<file path="src/rtl/if_prefetch_pkg.sv">
// -----------------------------------------------------------------------------
// if_prefetch_pkg
//   Shared constants and helpers for the instruction-fetch prefetch unit:
//   chip-enable / reset-active levels, zero word, PC increment, perf counter
//   type and a small population-count helper for the in-flight tracker.
// -----------------------------------------------------------------------------
package if_prefetch_pkg;

  localparam logic        RST_ENABLE   = 1'b1;
  localparam logic        CHIP_ENABLE  = 1'b1;
  localparam logic        CHIP_DISABLE = 1'b0;
  localparam logic [31:0] ZERO_WORD    = 32'h0000_0000;
  localparam int unsigned PC_INC       = 4;

  // Upper bound on ROM read latency; sizes the in-flight popcount.
  localparam int unsigned MAX_ROM_LAT  = 4;

  typedef logic [31:0] perf_cnt_t;

  // Number of set bits in an in-flight valid vector.
  function automatic int unsigned count_ones(input logic [MAX_ROM_LAT-1:0] v);
    int unsigned n;
    n = 0;
    for (int i = 0; i < int'(MAX_ROM_LAT); i++) begin
      n = n + int'(v[i]);
    end
    return n;
  endfunction

endpackage

</file>
<file path="src/rtl/if_prefetch_fifo.sv">
// -----------------------------------------------------------------------------
// if_fifo
//   Synchronous FIFO holding fetched {instruction, pc} pairs for if_prefetch.
//   The head entry is registered so the consumer sees a flop output; the head
//   reads as all-zero whenever the FIFO is empty.
//
//   Ports
//     clk, rst    clock, synchronous active-high reset
//     clear       drop every entry (redirect flush); wins over push/pop
//     push        write push_data at the tail (ignored when full and not popping)
//     push_data   WIDTH-bit entry
//     pop         remove the head entry (ignored when empty)
//     count_o     number of stored entries, 0..DEPTH
//     head_o      registered head entry, zero when empty
//
//   DEPTH must be a power of two (pointers wrap by overflow) and at least 2.
// -----------------------------------------------------------------------------
module if_fifo
  import if_prefetch_pkg::*;
#(
  parameter int unsigned WIDTH = 64,
  parameter int unsigned DEPTH = 4
) (
  input  logic                         clk,
  input  logic                         rst,
  input  logic                         clear,
  input  logic                         push,
  input  logic [WIDTH-1:0]             push_data,
  input  logic                         pop,
  output logic [$clog2(DEPTH+1)-1:0]   count_o,
  output logic [WIDTH-1:0]             head_o
);

  localparam int unsigned PTR_W = $clog2(DEPTH);
  localparam int unsigned CNT_W = $clog2(DEPTH + 1);

  logic [WIDTH-1:0] mem_q [DEPTH];
  logic [PTR_W-1:0] rd_ptr_q, rd_ptr_d;
  logic [PTR_W-1:0] wr_ptr_q, wr_ptr_d;
  logic [CNT_W-1:0] count_q, count_d;
  logic [WIDTH-1:0] head_q, head_d;
  logic             do_push, do_pop;

  always_comb begin
    do_pop   = pop && (count_q != '0);
    do_push  = push && ((count_q != CNT_W'(DEPTH)) || do_pop);
    rd_ptr_d = rd_ptr_q;
    wr_ptr_d = wr_ptr_q;
    count_d  = count_q;
    head_d   = head_q;
    if (clear) begin
      rd_ptr_d = '0;
      wr_ptr_d = '0;
      count_d  = '0;
      head_d   = '0;
    end else begin
      if (do_pop)  rd_ptr_d = rd_ptr_q + PTR_W'(1);
      if (do_push) wr_ptr_d = wr_ptr_q + PTR_W'(1);
      count_d = count_q + CNT_W'(do_push) - CNT_W'(do_pop);
      // Next head: nothing left, the word being pushed into an (effectively)
      // empty FIFO, or the stored entry at the new read pointer.
      if (count_d == '0) begin
        head_d = '0;
      end else if (do_push && ((count_q - CNT_W'(do_pop)) == '0)) begin
        head_d = push_data;
      end else begin
        head_d = mem_q[rd_ptr_d];
      end
    end
  end

  always_ff @(posedge clk) begin
    if (rst == RST_ENABLE) begin
      rd_ptr_q <= '0;
      wr_ptr_q <= '0;
      count_q  <= '0;
      head_q   <= '0;
    end else begin
      rd_ptr_q <= rd_ptr_d;
      wr_ptr_q <= wr_ptr_d;
      count_q  <= count_d;
      head_q   <= head_d;
    end
  end

  // NOTE: storage has no reset; count_q gates every read, so stale contents
  // are never observed and the array maps onto plain RAM/flops without reset.
  always_ff @(posedge clk) begin
    if (do_push && !clear) begin
      mem_q[wr_ptr_q] <= push_data;
    end
  end

  assign count_o = count_q;
  assign head_o  = head_q;

endmodule

</file>
<file path="src/rtl/if_prefetch.sv">
// -----------------------------------------------------------------------------
// if_prefetch
//   Instruction-fetch unit with a prefetch buffer. Issues sequential word
//   fetches to an instruction ROM of fixed read latency ROM_LAT, tracks them in
//   a ROM_LAT-stage in-flight shift, buffers returned words in if_fifo and
//   presents the head to the IF/ID register. A redirect flushes buffered and
//   in-flight fetches and restarts at redirect_pc_i.
//
//   Ports
//     clk, rst          clock, synchronous active-high reset
//     rom_ce_o          ROM read request this cycle
//     rom_addr_o        ROM read address (0 when no request)
//     rom_data_i        ROM word, valid ROM_LAT cycles after its request
//     stall_i           consumer cannot accept; head word is held
//     redirect_i        flush and restart fetch at redirect_pc_i
//     redirect_pc_i     new fetch address
//     inst_valid_o      inst_o/pc_o hold a valid buffered word
//     inst_o, pc_o      head instruction and its address (0 when empty)
//     perf_fetch_o      issued-fetch counter
//     perf_kill_o       discarded-fetch counter
//
//   Configuration macro IF_PERF_EN: when defined, perf_fetch_o / perf_kill_o
//   are live 32-bit wrapping counters; otherwise they are tied to zero.
//
//   Credit rule: a fetch issues only when buffered + in-flight < DEPTH, so a
//   returning word always has a FIFO slot. Full rate needs DEPTH >= ROM_LAT+2.
// -----------------------------------------------------------------------------
module if_prefetch
  import if_prefetch_pkg::*;
#(
  parameter int unsigned       ADDR_W   = 32,
  parameter int unsigned       DATA_W   = 32,
  parameter int unsigned       DEPTH    = 4,
  parameter int unsigned       ROM_LAT  = 1,
  parameter logic [ADDR_W-1:0] RESET_PC = '0
) (
  input  logic              clk,
  input  logic              rst,
  output logic              rom_ce_o,
  output logic [ADDR_W-1:0] rom_addr_o,
  input  logic [DATA_W-1:0] rom_data_i,
  input  logic              stall_i,
  input  logic              redirect_i,
  input  logic [ADDR_W-1:0] redirect_pc_i,
  output logic              inst_valid_o,
  output logic [DATA_W-1:0] inst_o,
  output logic [ADDR_W-1:0] pc_o,
  output logic [31:0]       perf_fetch_o,
  output logic [31:0]       perf_kill_o
);

  localparam int unsigned CNT_W = $clog2(DEPTH + 1);
  // At least one stage is declared so ROM_LAT=0 still elaborates; it stays 0.
  localparam int unsigned STG_N = (ROM_LAT == 0) ? 1 : ROM_LAT;

  logic [ADDR_W-1:0]        fetch_pc_q, fetch_pc_d;
  logic [STG_N-1:0]         stg_vld_q, stg_vld_d;
  logic [ADDR_W-1:0]        stg_pc_q [STG_N];
  logic [ADDR_W-1:0]        stg_pc_d [STG_N];

  logic [CNT_W-1:0]         fifo_count;
  logic [DATA_W+ADDR_W-1:0] fifo_head;
  logic [2:0]               inflight;
  logic                     issue;
  logic                     push;
  logic                     pop;
  logic [ADDR_W-1:0]        push_pc;

  // In-flight count comes from the registered stage valids only.
  assign inflight = 3'(count_ones(MAX_ROM_LAT'(stg_vld_q)));

  // NOTE: every always_comb output gets a default first, so no path can
  // leave a signal unassigned and infer a latch.
  always_comb begin
    issue = (rst != RST_ENABLE) && !redirect_i &&
            ((32'(fifo_count) + 32'(inflight)) < DEPTH);

    fetch_pc_d = fetch_pc_q;
    if (redirect_i) begin
      fetch_pc_d = redirect_pc_i;
    end else if (issue) begin
      fetch_pc_d = fetch_pc_q + ADDR_W'(PC_INC);
    end

    // In-flight shift; a redirect leaves every stage invalid.
    stg_vld_d = '0;
    for (int i = 0; i < int'(STG_N); i++) begin
      stg_pc_d[i] = '0;
    end
    if ((ROM_LAT != 0) && !redirect_i) begin
      stg_vld_d[0] = issue;
      stg_pc_d[0]  = fetch_pc_q;
      for (int i = 1; i < int'(STG_N); i++) begin
        stg_vld_d[i] = stg_vld_q[i-1];
        stg_pc_d[i]  = stg_pc_q[i-1];
      end
    end

    // Returning word: same cycle for a combinational ROM, else from the
    // oldest stage. Data arriving during a redirect is discarded.
    if (ROM_LAT == 0) begin
      push    = issue;
      push_pc = fetch_pc_q;
    end else begin
      push    = stg_vld_q[STG_N-1] && !redirect_i;
      push_pc = stg_pc_q[STG_N-1];
    end

    pop = inst_valid_o && !stall_i;
  end

  // NOTE: sequential state uses non-blocking assignments so every flop
  // samples pre-edge values regardless of statement order.
  always_ff @(posedge clk) begin
    if (rst == RST_ENABLE) begin
      fetch_pc_q <= RESET_PC;
      stg_vld_q  <= '0;
      for (int i = 0; i < int'(STG_N); i++) begin
        stg_pc_q[i] <= '0;
      end
    end else begin
      fetch_pc_q <= fetch_pc_d;
      stg_vld_q  <= stg_vld_d;
      for (int i = 0; i < int'(STG_N); i++) begin
        stg_pc_q[i] <= stg_pc_d[i];
      end
    end
  end

  if_fifo #(
    .WIDTH (DATA_W + ADDR_W),
    .DEPTH (DEPTH)
  ) u_fifo (
    .clk       (clk),
    .rst       (rst),
    .clear     (redirect_i),
    .push      (push),
    .push_data ({rom_data_i, push_pc}),
    .pop       (pop),
    .count_o   (fifo_count),
    .head_o    (fifo_head)
  );

  // Outputs are forced to zero while reset is asserted, before the
  // synchronous reset has taken effect on the registers.
  assign rom_ce_o     = issue ? CHIP_ENABLE : CHIP_DISABLE;
  assign rom_addr_o   = issue ? fetch_pc_q : '0;
  assign inst_valid_o = (rst != RST_ENABLE) && (fifo_count != '0);
  assign inst_o       = (rst == RST_ENABLE) ? DATA_W'(ZERO_WORD) : fifo_head[DATA_W+ADDR_W-1:ADDR_W];
  assign pc_o         = (rst == RST_ENABLE) ? ADDR_W'(ZERO_WORD) : fifo_head[ADDR_W-1:0];

`ifdef IF_PERF_EN
  perf_cnt_t perf_fetch_q, perf_fetch_d;
  perf_cnt_t perf_kill_q, perf_kill_d;

  always_comb begin
    perf_fetch_d = perf_fetch_q + perf_cnt_t'(issue);
    perf_kill_d  = perf_kill_q;
    // Everything discarded by a redirect: buffered words plus live stages.
    if (redirect_i) begin
      perf_kill_d = perf_kill_q + perf_cnt_t'(fifo_count) + perf_cnt_t'(inflight);
    end
  end

  always_ff @(posedge clk) begin
    if (rst == RST_ENABLE) begin
      perf_fetch_q <= '0;
      perf_kill_q  <= '0;
    end else begin
      perf_fetch_q <= perf_fetch_d;
      perf_kill_q  <= perf_kill_d;
    end
  end

  assign perf_fetch_o = perf_fetch_q;
  assign perf_kill_o  = perf_kill_q;
`else
  assign perf_fetch_o = '0;
  assign perf_kill_o  = '0;
`endif

endmodule

</file>
<file path="config.mk">
export PLATFORM = sky130hd
export DESIGN_NAME = if_prefetch
export DESIGN_NICKNAME = d
export VERILOG_FILES = /design/src/rtl/if_prefetch_pkg.sv /design/src/rtl/if_prefetch_fifo.sv /design/src/rtl/if_prefetch.sv
export SDC_FILE = /design/constraint.sdc
export NUM_CORES = 1
export LEC_CHECK = 0
export ABC_CLOCK_PERIOD_IN_PS = 4900
export CAP_MARGIN = 20
export CORE_UTILIZATION = 55
export DETAILED_ROUTE_END_ITERATION = 8
export PLACE_DENSITY_LB_ADDON = 0.12
export REMOVE_ABC_BUFFERS = 1
export SLEW_MARGIN = 20
export SYNTH_ARGS = -nofsm -noshare
export SYNTH_HDL_FRONTEND = slang
export SYNTH_SLANG_ARGS = --single-unit
export TNS_END_PERCENT = 1
</file>
<file path="constraint.sdc">
create_clock -name clk -period 4.9 [get_ports clk]
set_clock_uncertainty 0.1 [all_clocks]
set_input_delay 0.98 -clock clk [delete_from_list [all_inputs] [get_ports clk]]
set_output_delay 0.98 -clock clk [all_outputs]
set_load 0.01 [all_outputs]
</file>
==> results.sh <==
export IMPL_status="finished, final reports clean"
export IMPL_hold_class="register to register"
export IMPL_stdcell_count=1982
export IMPL_holdWs_ns=0.405
export IMPL_drtIter0Drc=1122
export IMPL_hold_depth=1
export IMPL_worstReg2RegStart="u_fifo.count_o[2]"
export IMPL_grt_pass1_vias=12100
export IMPL_regToRegSetupSlack_ns=1.30
export IMPL_wl_met3_um=3080
export IMPL_overflow=0
export IMPL_postCtsSetupBuffers=0
export IMPL_tightest_slew_ns=1.10
export IMPL_hold_path_endpoint="stg_pc_q[0][1]"
export IMPL_portBuffers=165
export IMPL_arrival_ns=3.11
export IMPL_synth_main_ff_cell="edfxtp_1"
export IMPL_top_layer="met4"
export IMPL_avgSynthCellArea_sq_um=12.0
export IMPL_die_y_um=180
export IMPL_finalSetupViolCount=0
export IMPL_worst_path_max_fanout=29
export IMPL_clock_sinks=392
export IMPL_clkLatencyLatePin_ns=0.53
export IMPL_fp_dieW_um=180
export IMPL_p_switching_mw=1.46
export IMPL_setup_ws_ns=0.712
export IMPL_startpoint_type="input port"
export IMPL_hold_violations=0
export IMPL_ys_seq_elements=392
export IMPL_synth_cell_types=56
export IMPL_dpl_hpwl_um=22800
export IMPL_wl_per_cell_um=21.0
export IMPL_p_sw_share_pct=21.2
export IMPL_drv_cap=0
export IMPL_seqPwrFrac_pct=52.6
export IMPL_slew_violations=0
export IMPL_num_fill_cells=2344
export IMPL_std_cell_rows=64
export IMPL_pre_cts_slack_ns=0.422
export IMPL_leakagePower_nw=6.38
export IMPL_drcViolationCount=0
export IMPL_vias=12400
export IMPL_antenna_found_initial=0
export IMPL_wl_met1_um=18100
export IMPL_relSlewSlack_pct=26.4
export IMPL_end_kind="output port"
export IMPL_gp_congestion=0.812
export IMPL_dr_pass1_iters=5
export IMPL_power_share_combinational_pct=5.0
export IMPL_cts_tree="built"
export IMPL_dieArea_sq_um=32400
export IMPL_core_sq_um=30900
export IMPL_internal_power_mw=5.43
export IMPL_cpPeakStageDelay_ns=0.55
export IMPL_start_util_pct=56.5
export IMPL_utilization_pct=66.3
export IMPL_track_usage_pct=25.4
export IMPL_cts_path_max_buffers=3
export IMPL_total_power_mw=6.89
export IMPL_grt_start_max_net_pins=126
export IMPL_ys_warn_count=0
export IMPL_clockPowerShare_pct=42.4
export IMPL_synth_async_reset_ratio_pct=0
export IMPL_dr_wl_met2_um=19700
export IMPL_postCtsHoldBufs=0
export IMPL_ys_seq_area_share_pct=59.6
export IMPL_synth_edf_count=256
export IMPL_dpl_cell_count=1906
export IMPL_drtAntennaViolNets=0
export IMPL_r2r_cells=12
export IMPL_drive_above_1_share_pct=11.0
export IMPL_post_route_min_period_ns=4.19
export IMPL_powerDensity_nw_per_um2=336
export IMPL_syn_to_final_growth_pct=17.5
export IMPL_cpMostUsedCell="clkdlybuf4s50_1"
export IMPL_rsz0062_at_grt="false"
export IMPL_cp_required_ns=3.82
export IMPL_path_cells="clkdlybuf4s50_1, or2_2, nor2_2, buf_4, and2_1, clkdlybuf4s50_1"
export IMPL_ir_worst_vdd_mv=0.203
export IMPL_numCtsBuffers=40
export IMPL_layout_worst_path_cycle_share_pct=85.5
export IMPL_fmax_ghz=0.239
export IMPL_boundaryPins=230
export IMPL_slowest_stage="clkdlybuf4s50_1"
export IMPL_cts_max_level=2
export IMPL_crit_type="input port to output port"
export IMPL_postCtsResizedCells=0
export IMPL_hp_start="fetch_pc_q[1]"
export IMPL_syn_inst=1449
export IMPL_root_buffer="clkbuf_16"
export IMPL_clk_pin_slew_ns=0.06
export IMPL_rr_endpoint="u_fifo.head_o[20]"
export IMPL_vias_per_cell=6.24
export IMPL_grt_pass1_wl_um=65800
export IMPL_syn_area_sq_um=17500
export IMPL_nets=1632
export IMPL_wl_um=41600
-- registers in the layout (all words and copies together), names as in the netlist --
signal,flops
u_fifo.mem_q,256
u_fifo.head_o,64
fetch_pc_q,32
stg_pc_q,32
u_fifo.count_o,3
u_fifo.rd_ptr_q,2
u_fifo.wr_ptr_q,2
stg_vld_q,1
-- per-stage QoR --
step	setup TNS (ns)	area, sq um
2_1_floorplan	-371.52	16700
3_3_place_gp	0	19200
3_5_place_dp	0	19200
4_1_cts	0	20500
5_1_grt	0	20500
6_report	0	20500
-- worst max path at each step --
stage	start	endpoint	slack, ns	cells past startpoint
final	redirect_i	rom_addr_o[27]	0.71	6
after global routing	redirect_i	rom_addr_o[5]	0.60	6
after CTS	redirect_i	rom_addr_o[27]	0.71	6
after detailed placement	stall_i	u_fifo.head_o[42]	0.42	13
after global placement	stall_i	u_fifo.head_o[42]	0.51	13
after floorplan	stall_i	u_fifo.head_o[62]	-5.79	12
-- routing by layer --
| layer | up-vias | track usage, % |
|---|---|---|
| met5 | - | 0 |
| met4 | 0 | 7.79 |
| met3 | 66 | 3.82 |
| met2 | 586 | 41.5 |
| met1 | 6086 | 35.0 |
| li1 | 5639 | - |
-- cell usage after synthesis, types with 12 or more instances --
| cell | n | share of area, % |
|---|---|---|
| a211oi_1 | 17 | 0.73 |
| a21oi_1 | 12 | 0.34 |
| a32o_1 | 63 | 3.6 |
| and2_1 | 62 | 2.2 |
| buf_2 | 12 | 0.34 |
| buf_4 | 66 | 2.8 |
| clkbuf_1 | 107 | 2.3 |
| dfxtp_1 | 136 | 16 |
| edfxtp_1 | 256 | 44 |
| inv_1 | 19 | 0.41 |
| mux2_2 | 65 | 4.2 |
| nand2_1 | 16 | 0.34 |
| nor2_1 | 37 | 0.80 |
| nor2b_1 | 65 | 2.3 |
| nor3_1 | 76 | 2.2 |
| nor3b_1 | 64 | 2.8 |
| o21ai_0 | 130 | 3.7 |
| o221ai_1 | 63 | 3.2 |
| o22ai_1 | 65 | 2.3 |
| xnor2_1 | 27 | 1.4 |
-- cells in the final DEF, fill, tap and decap left out, drive strengths merged, types with 5 or more instances in the layout --
cell           instances
o21a                   6
ha                    10
edfxtp               256
nand4                  8
inv                   20
a211oi                18
o21ai                131
mux2                  65
nor2                  37
xnor2                 27
nor2b                 65
nand3                  5
a21oi                 12
a32o                  63
o221ai                63
and2                  64
clkinv                18
or3                    8
clkbuf                54
nor3                  76
dfxtp                136
nor4b                  6
nor4                   5
clkdlybuf4s50        164
o22ai                 65
nand2                 16
nor3b                 64
conb                  64
buf                   24
-- layout make-up --
cell class / instances / area (sq um) / share of cell area, %
sequential: 392 / 10400 / 50.8
multi-input combinational: 911 / 6300 / 30.7
timing repair buffer: 188 / 1950 / 9.49
clock buffer: 54 / 1120 / 5.44
tap: 396 / 495 / 2.42
clock inverter: 20 / 150 / 0.732
inverter: 20 / 77.6 / 0.378
antenna: 1 / 2.50 / 0.0122
-- power by group through the flow --
stage	logic [mW]	clock network, mW	registers, mW
detailed placement	0.340	0	3.69
floorplan	0.165	0	3.67
global route	0.374	3.09	3.63
CTS	0.343	2.96	3.62
finish	0.344	2.92	3.62
global placement	0.334	0	3.69
-- worst max-delay path: cells and delay by family --
family                 cells  cell delay [ns]
buffers and inverters      3             1.31
AND/OR/NAND/NOR            3             0.81
-- cell families after synthesis --
kind of cell / after synthesis / share of synthesized area (%)
flops: 392 / 59.6
compound gates: 373 / 15.0
simple gates: 369 / 12.8
buf+inv: 209 / 6.01
mux: 67 / 4.31
xor+xnor: 27 / 1.35
fa+ha+maj: 11 / 0.832
other cells: 1 / 0.0215
(Power assumes the default switching activity.)
